### config.mk
export PLATFORM = sky130hd
export DESIGN_NAME = video_tap_mux
export DESIGN_NICKNAME = d
export VERILOG_FILES = /design/src/rtl/video_pkg.sv /design/src/rtl/coef_shadow_bank.sv /design/src/rtl/video_tap_mux.sv
export SDC_FILE = /design/constraint.sdc
export NUM_CORES = 2
export LEC_CHECK = 0
export CORE_MARGIN = 8
export CORE_UTILIZATION = 56
export DETAILED_ROUTE_END_ITERATION = 12
export PLACE_DENSITY = 0.94
export SYNTH_ARGS = -nofsm -noshare
export SYNTH_HDL_FRONTEND = slang
export SYNTH_SLANG_ARGS = --single-unit
export TNS_END_PERCENT = 5
### constraint.sdc
create_clock -name clk -period 54.2 [get_ports clk]
set_input_delay 8.13 -clock clk [delete_from_list [all_inputs] [get_ports clk]]
set_output_delay 8.13 -clock clk [all_outputs]
set_load 0.005 [all_outputs]
### src/rtl/video_pkg.sv
`default_nettype none
// ============================================================================
//  Module      : video_pkg
//  Description : Shared types and helpers for the HDMI output tap selector.
//  Revision    : 1.0 - initial release
// ============================================================================
package video_pkg;

    localparam int c_colordepth = 8;
    localparam int c_coef_w     = 16;

    typedef struct packed {
        logic [c_colordepth-1:0] r;
        logic [c_colordepth-1:0] g;
        logic [c_colordepth-1:0] b;
    } rgb_t;

    typedef struct packed {
        logic dv;
        logic hs;
        logic vs;
    } sync_t;

    typedef logic [c_coef_w-1:0] coef_t;

    // Map an internal active-high sync onto the requested output polarity.
    function automatic logic pol_apply(input logic sig, input logic pol);
        return pol ? sig : ~sig;
    endfunction

endpackage
`default_nettype wire

### src/rtl/coef_shadow_bank.sv
`default_nettype none
// ============================================================================
//  Module      : coef_shadow_bank
//  Description : Double-buffered FIR kernel store. Words are loaded into a
//                shadow bank and copied to the active bank on commit once the
//                shadow is full.
//  Revision    : 1.0 - initial release
// ============================================================================
module coef_shadow_bank #(
    parameter int COEF_W   = 16,
    parameter int COEF_NUM = 25
) (
    input  logic                       clk,
    input  logic                       rst,
    input  logic                       wr_en,
    input  logic [COEF_W-1:0]          wr_data,
    input  logic                       wr_block,
    input  logic                       commit,
    output logic [COEF_NUM*COEF_W-1:0] coef_o,
    output logic                       full_o,
    output logic                       ovf_o
);

    localparam int PTR_W = $clog2(COEF_NUM + 1);
    localparam logic [PTR_W-1:0] c_ptr_full = PTR_W'(COEF_NUM);

    logic [PTR_W-1:0]  r_wptr;
    logic [COEF_W-1:0] r_shadow [COEF_NUM];
    logic [COEF_W-1:0] r_active [COEF_NUM];
    logic              r_ovf;

    logic w_full;
    logic w_commit;
    logic w_wr_accept;
    logic w_wr_reject;

    // A write is refused when the bank is full or when it collides with a
    // frame boundary; in both cases the shadow contents stay untouched.
    assign w_full      = (r_wptr == c_ptr_full);
    assign w_commit    = commit & w_full;
    assign w_wr_reject = wr_en & (w_full | wr_block);
    assign w_wr_accept = wr_en & ~w_wr_reject;

    // Write pointer: advance per accepted word, rewind on commit.
    always_ff @(posedge clk or posedge rst) begin
        if (rst) begin
            r_wptr <= '0;
        end else if (w_commit) begin
            r_wptr <= '0;
        end else if (w_wr_accept) begin
            r_wptr <= r_wptr + 1'b1;
        end
    end

    // Shadow bank: store the accepted word at the current pointer.
    always_ff @(posedge clk or posedge rst) begin
        if (rst) begin
            for (int i = 0; i < COEF_NUM; i++) r_shadow[i] <= '0;
        end else begin
            for (int i = 0; i < COEF_NUM; i++) begin
                if (w_wr_accept && (r_wptr == PTR_W'(i))) r_shadow[i] <= wr_data;
            end
        end
    end

    // Active bank: copy the complete shadow kernel on commit.
    always_ff @(posedge clk or posedge rst) begin
        if (rst) begin
            for (int i = 0; i < COEF_NUM; i++) r_active[i] <= '0;
        end else if (w_commit) begin
            for (int i = 0; i < COEF_NUM; i++) r_active[i] <= r_shadow[i];
        end
    end

    // Sticky overflow: set by any refused write, cleared by a clean commit.
    always_ff @(posedge clk or posedge rst) begin
        if (rst) begin
            r_ovf <= 1'b0;
        end else if (w_wr_reject) begin
            r_ovf <= 1'b1;
        end else if (w_commit) begin
            r_ovf <= 1'b0;
        end
    end

    generate
        for (genvar gi = 0; gi < COEF_NUM; gi++) begin : g_coef_out
            assign coef_o[gi*COEF_W +: COEF_W] = r_active[gi];
        end
    endgenerate

    assign full_o = w_full;
    assign ovf_o  = r_ovf;

endmodule
`default_nettype wire

### src/rtl/video_tap_mux.sv
`default_nettype none
// ============================================================================
//  Module      : video_tap_mux
//  Description : Frame-synchronous video tap selector with output sync
//                polarity restore and frame-aligned FIR kernel commit.
//  Revision    : 1.0 - initial release
// ============================================================================
module video_tap_mux
    import video_pkg::*;
#(
    parameter int COLORDEPTH = 8,
    parameter int NUM_TAPS   = 5,
    parameter int COEF_W     = 16,
    parameter int COEF_NUM   = 25,
    parameter bit POL_HS     = 1'b1,
    parameter bit POL_VS     = 1'b1
) (
    input  logic                             clk,
    input  logic                             rst,
    input  logic [7:0]                       sw,
    input  logic [NUM_TAPS*3*COLORDEPTH-1:0] tap_rgb_i,
    input  logic [NUM_TAPS-1:0]              tap_dv_i,
    input  logic [NUM_TAPS-1:0]              tap_hs_i,
    input  logic [NUM_TAPS-1:0]              tap_vs_i,
    output logic [COLORDEPTH-1:0]            red_o,
    output logic [COLORDEPTH-1:0]            green_o,
    output logic [COLORDEPTH-1:0]            blue_o,
    output logic                             dv_o,
    output logic                             hs_o,
    output logic                             vs_o,
    input  logic                             fir_coef_write,
    input  logic [COEF_W-1:0]                fir_coef_data,
    output logic [COEF_NUM*COEF_W-1:0]       coef_o,
    output logic                             coef_ovf_o,
    output logic [$clog2(NUM_TAPS)-1:0]      sel_active_o,
    output logic [15:0]                      frame_cnt_o
);

    localparam int SEL_W = $clog2(NUM_TAPS);
    localparam int PIX_W = 3 * COLORDEPTH;
    localparam logic [8:0] c_num_taps = 9'(NUM_TAPS);

    logic [7:0]       r_sw_meta;
    logic [7:0]       r_sw_sync;
    logic [SEL_W-1:0] r_sel_active;
    logic             r_vs_d;
    logic [15:0]      r_frame_cnt;

    logic [PIX_W-1:0] w_tap_pix [NUM_TAPS];
    logic [PIX_W-1:0] w_sel_pix;
    sync_t            w_sel_sync;
    logic [SEL_W-1:0] w_pending_sel;
    logic             w_fb;
    logic             w_bank_full;
    logic             w_commit;

    generate
        for (genvar gi = 0; gi < NUM_TAPS; gi++) begin : g_unpack
            assign w_tap_pix[gi] = tap_rgb_i[gi*PIX_W +: PIX_W];
        end
    endgenerate

    assign w_sel_pix  = w_tap_pix[r_sel_active];
    assign w_sel_sync = '{dv: tap_dv_i[r_sel_active],
                          hs: tap_hs_i[r_sel_active],
                          vs: tap_vs_i[r_sel_active]};

    // Out-of-range switch settings fall back to the passthrough tap.
    assign w_pending_sel = ({1'b0, r_sw_sync} < c_num_taps) ? r_sw_sync[SEL_W-1:0] : '0;

    // Frame boundary is the rising VS edge of the tap currently on air.
    assign w_fb     = w_sel_sync.vs & ~r_vs_d;
    assign w_commit = w_fb & w_bank_full;

    // Two-flop synchroniser for the board switches.
    always_ff @(posedge clk or posedge rst) begin
        if (rst) begin
            r_sw_meta <= '0;
            r_sw_sync <= '0;
        end else begin
            r_sw_meta <= sw;
            r_sw_sync <= r_sw_meta;
        end
    end

    // VS edge history, tap select and frame counter, all frame-aligned.
    always_ff @(posedge clk or posedge rst) begin
        if (rst) begin
            r_vs_d       <= 1'b0;
            r_sel_active <= '0;
            r_frame_cnt  <= '0;
        end else begin
            r_vs_d <= w_sel_sync.vs;
            if (w_fb) begin
                r_sel_active <= w_pending_sel;
                r_frame_cnt  <= r_frame_cnt + 16'd1;
            end
        end
    end

    // Output register; samples the old tap during the boundary cycle.
    always_ff @(posedge clk or posedge rst) begin
        if (rst) begin
            red_o   <= '0;
            green_o <= '0;
            blue_o  <= '0;
            dv_o    <= 1'b0;
            hs_o    <= pol_apply(1'b0, POL_HS);
            vs_o    <= pol_apply(1'b0, POL_VS);
        end else begin
            red_o   <= w_sel_pix[2*COLORDEPTH +: COLORDEPTH];
            green_o <= w_sel_pix[COLORDEPTH +: COLORDEPTH];
            blue_o  <= w_sel_pix[0 +: COLORDEPTH];
            dv_o    <= w_sel_sync.dv;
            hs_o    <= pol_apply(w_sel_sync.hs, POL_HS);
            vs_o    <= pol_apply(w_sel_sync.vs, POL_VS);
        end
    end

    coef_shadow_bank #(
        .COEF_W   (COEF_W),
        .COEF_NUM (COEF_NUM)
    ) u_coef_bank (
        .clk      (clk),
        .rst      (rst),
        .wr_en    (fir_coef_write),
        .wr_data  (fir_coef_data),
        .wr_block (w_fb),
        .commit   (w_commit),
        .coef_o   (coef_o),
        .full_o   (w_bank_full),
        .ovf_o    (coef_ovf_o)
    );

    assign sel_active_o = r_sel_active;
    assign frame_cnt_o  = r_frame_cnt;

endmodule
`default_nettype wire

==> summary.md <==
| Metric | Value |
|---|---|
| Min Tclk post-route | 11.81 ns |
| Total global routing overflow | 0 |
| Int Power | 1.33 mW |
| WP buf/inv | 3 |
| Post-route cell area | 43000 sq um |
| I/O pin count | 609 |
| CP max-delay cell | buf_4 |
| Worst Skew | 0.0280 ns |
| Pwr/cell area | 42.4 nW/um^2 |
| Die Footprint | 67800 sq um |
| Crit path largest cell delay | 0.83 ns |
| Initial Utilization | 56.6% |
| Final hold vios | 0 |
| Setup Buffers After CTS | 0 |
| Syn nets | 2253 |
| Vias | 20700 |
| IO buf count | 608 |
| Synthesized area | 33400 sq um |
| Dpl cells | 3351 |
| GP Congestion | 0.900 |
| Maxcap violations | 0 |
| Nets | 2832 |
| Crit-path max FO | 180 |
| RSZ-0062 raised after global routing | false |
| Run status | finished clean |
| Fin cells | 3503 |
| Cts repair resizes | 0 |
| Biggest area consumer among synthesized cells | dfrtp_1 |
| Clock root buffer | clkbuf_16 |
| Drt total wl | 98.3 mm |
| First-pass GRT wire length | 145 mm |
| Design Power | 1.82 mW |
| Total core area | 59000 sq um |
| Crit path capture type | flip-flop |
| Cell variety after synth | 40 |
| Comb pwr share | 17.4% |
| Hold_buf cts | 0 |
| FF+latch count, synth | 868 |
| Maximum buffer depth of the clock tree | 3 |
| Area delta synth->final | 28.5% |
| Clk_lat worst skew | 0.64 ns |
| CP Cell Sequence | clkdlybuf4s50_1 > or3b_1 > o32a_2 > a21oi_4 > buf_4 > buf_12 > mux2_1 |
| Hold WC Path Type | flip-flop to flip-flop |
| CP startpoint kind | input port |
| Initial DRC count | 1521 |
| Max-slew headroom | 14.7% |
| DP Wirelength | 62.4 mm |
| Mapped Cells | 2085 |
| Depth of the CTS H-tree | 3 |
| CTS tree | yes |
| Fillers | 3322 |
| Slew Viols, Final | 0 |
| Crit path DAT | 12.30 ns |
| Setup TNS | 0 ns |
| Num CTS Buffers | 84 |
| Top-area cell type share of the netlist area | 65.0% |
| N_diodes | 0 |
| TritonRoute pass-1 iters | 5 |
| Placed Area | 40000 sq um |
| Share of cells above drive strength 1 | 22.8% |
| FFs w/ async S/R, synth | 100% |
| Clock transition at the registers of the reported paths | 0.06 ns |
| Initial antenna violation count | 3 |
| Sequential-to-total area share from yosys stat | 65.0% |
| Peak VDD IR | 0.0406 mV |
| Die Span Y | 260 um |
| Ys flop type | dfrtp_1 |
| Sink Count | 868 |
| LEAKAGE | 20.7 nW |
| Drt drc | 0 |
| Vias in the first global route | 22600 |
| Largest net degree at the start of global routing | 214 |
| Gr usage total | 28.3% |
| Critical Path RT | 54.69 ns |
| Flop pwr share | 48.1% |
| EDFF count, synth | 0 |
| Kind of cell adding the most delay to the critical path | buffers and inverters |
| Avg Inst Size Synth | 16.0 sq um |
| Sw power | 485 uW |
| Clk network pwr share | 34.5% |
| Die Wd | 260 um |
| Vias per std cell | 5.91 |
| Switching share of power | 26.6% |
| Fmax | 84.7 MHz |
| Tightest Pin Transition | 1.28 ns |
| Tcrit/Tclk final | 21.8% |
| Final setup vio count | 0 |
| Final ANT Viol Nets | 0 |
| Wire length per cell | 28.0 um |
| Yosys warnings | 0 |
| CP Class | input port to flip-flop |
| Ranking of synthesized cells by area | dfrtp_1 (65%), mux2_2 (14%), mux2_1 (13%) |
| Row count | 89 |
==> cells by family (layout without fill, tap and decap cells) <==
logic type	after synthesis	count (layout)	share of synthesized area [%]
buffers and inverters	142	787	2.17
adder cells (fa/ha/maj)	6	6	0.225
AND/OR/NAND/NOR	112	112	1.93
AO/OA/AOI/OAI	85	85	1.63
flip-flops	868	868	65.0
multiplexers	856	856	28.6
XOR/XNOR	16	16	0.419
==> worst reg2reg max path: stages (launching register included) <==
cell and delay [ns]:
dfrtp_2 0.35, buf_4 0.61, mux2i_1 0.59, or2_1 0.55, a21oi_4 0.22, buf_4 0.83
buf_12 0.72, mux2_1 0.75
==> cell usage after synthesis, types with 2 or more instances <==
library cell,instances
clkbuf_1,51
and4_1,2
and3_1,8
nor2_1,30
a21oi_1,27
buf_1,7
ha_1,6
buf_4,38
nor2b_1,6
o211ai_1,4
o21ai_0,12
mux2_2,426
mux2_1,375
o22ai_1,26
nand2_1,7
xnor2_1,16
dfrtp_1,868
nand4_1,17
nor3_2,11
nand3_1,14
inv_1,6
mux2i_1,55
nor3_1,3
buf_2,40
o2111ai_1,10
and2_1,6
==> metal layers <==
| layer | up-vias | wire [um] | GRT usage, % | share of wire, % |
|---|---|---|---|---|
| met5 | - | 0 | 0 | 0 |
| met4 | 0 | 3520 | 10.8 | 3.6 |
| met3 | 229 | 7320 | 6.11 | 7.5 |
| met2 | 933 | 49100 | 47.4 | 50 |
| met1 | 11000 | 38400 | 36.1 | 39 |
| li1 | 8550 | - | - | - |
==> power groups by stage <==
| stage | clock, mW | combinational, mW | sequential (mW) |
|---|---|---|---|
| after global routing | 0.661 | 0.340 | 0.886 |
| after global placement | 0 | 0.295 | 0.861 |
| final | 0.628 | 0.317 | 0.875 |
| after CTS | 0.635 | 0.319 | 0.871 |
| after detailed placement | 0 | 0.314 | 0.877 |
| after floorplan | 0 | 0.197 | 0.852 |
==> layout by cell type, fill, tap and decap left out, drive strengths merged <==
| master | netlist | final |
|---|---|---|
| bufinv | 0 | 12 |
| and2 | 6 | 6 |
| nor4b | 1 | 1 |
| clkinv | 0 | 16 |
| nor2 | 31 | 31 |
| buf | 85 | 37 |
| a21oi | 28 | 28 |
| o211ai | 4 | 4 |
| o21ai | 12 | 12 |
| or4 | 1 | 1 |
| and4 | 2 | 2 |
| o32a | 1 | 1 |
| clkinvlp | 0 | 6 |
| or3b | 2 | 2 |
| clkdlybuf4s50 | 0 | 592 |
| or3 | 1 | 1 |
| xnor2 | 16 | 16 |
| clkbuf | 51 | 114 |
| mux2 | 801 | 801 |
| or2 | 1 | 1 |
| dfrtp | 868 | 868 |
| nand2 | 7 | 7 |
| and3 | 8 | 8 |
| nand4 | 17 | 17 |
| a211oi | 1 | 1 |
| nand3 | 14 | 14 |
| ha | 6 | 6 |
| inv | 6 | 10 |
| mux2i | 55 | 55 |
| nor3 | 14 | 14 |
| o2111ai | 10 | 10 |
| o32ai | 2 | 2 |
| o211a | 1 | 1 |
| nor2b | 6 | 6 |
| o22ai | 26 | 26 |
| nand4b | 1 | 1 |
==> flip-flops by register name (all words and copies together) (netlist names) <==
name	flops
vs_o	1
r_sw_meta	8
dv_o	1
green_o	8
frame_cnt_o	16
u_coef_bank.coef_o	400
u_coef_bank.r_shadow	400
blue_o	8
sel_active_o	3
red_o	8
u_coef_bank.ovf_o	1
hs_o	1
u_coef_bank.r_wptr	5
r_sw_sync	8
==> final cells by class <==
| type | instances | area, sq um | area share (%) |
|---|---|---|---|
| Multi-Input combinational cell | 1075 | 11000 | 25.7 |
| Sequential cell | 868 | 21700 | 50.6 |
| Timing Repair Buffer | 629 | 6210 | 14.5 |
| Clock buffer | 114 | 2410 | 5.60 |
| Tap cell | 773 | 967 | 2.25 |
| Inverter | 6 | 30.0 | 0.0699 |
| Clock inverter | 38 | 584 | 1.36 |
==> metrics by stage <==
step           setup WS, ns  hold slack, ns  utilization [%]
6_report              42.39           0.322             72.8
5_1_grt               42.34           0.328             72.8
4_1_cts               42.54           0.326             72.8
3_5_place_dp          41.93           0.335             67.7
3_3_place_gp          42.05           0.335             67.7
2_1_floorplan         21.68           0.331                -
==> worst paths after layout <==
kind                            slack (ns)       startpoint  depth (start not counted)                         to
worst max-delay path                 42.39      tap_vs_i[4]                          7    u_coef_bank.coef_o[187]
worst min-delay path                  0.32     r_sw_meta[1]                          0               r_sw_sync[1]
worst max register to register       49.44  sel_active_o[0]                          7    u_coef_bank.coef_o[187]
worst min register to register        0.32     r_sw_meta[1]                          0               r_sw_sync[1]
max in group asynchronous            43.59              rst                          4  u_coef_bank.r_shadow[165]
min in group asynchronous             8.11              rst                          2     u_coef_bank.coef_o[43]
Power figures use the tool's default switching activity.
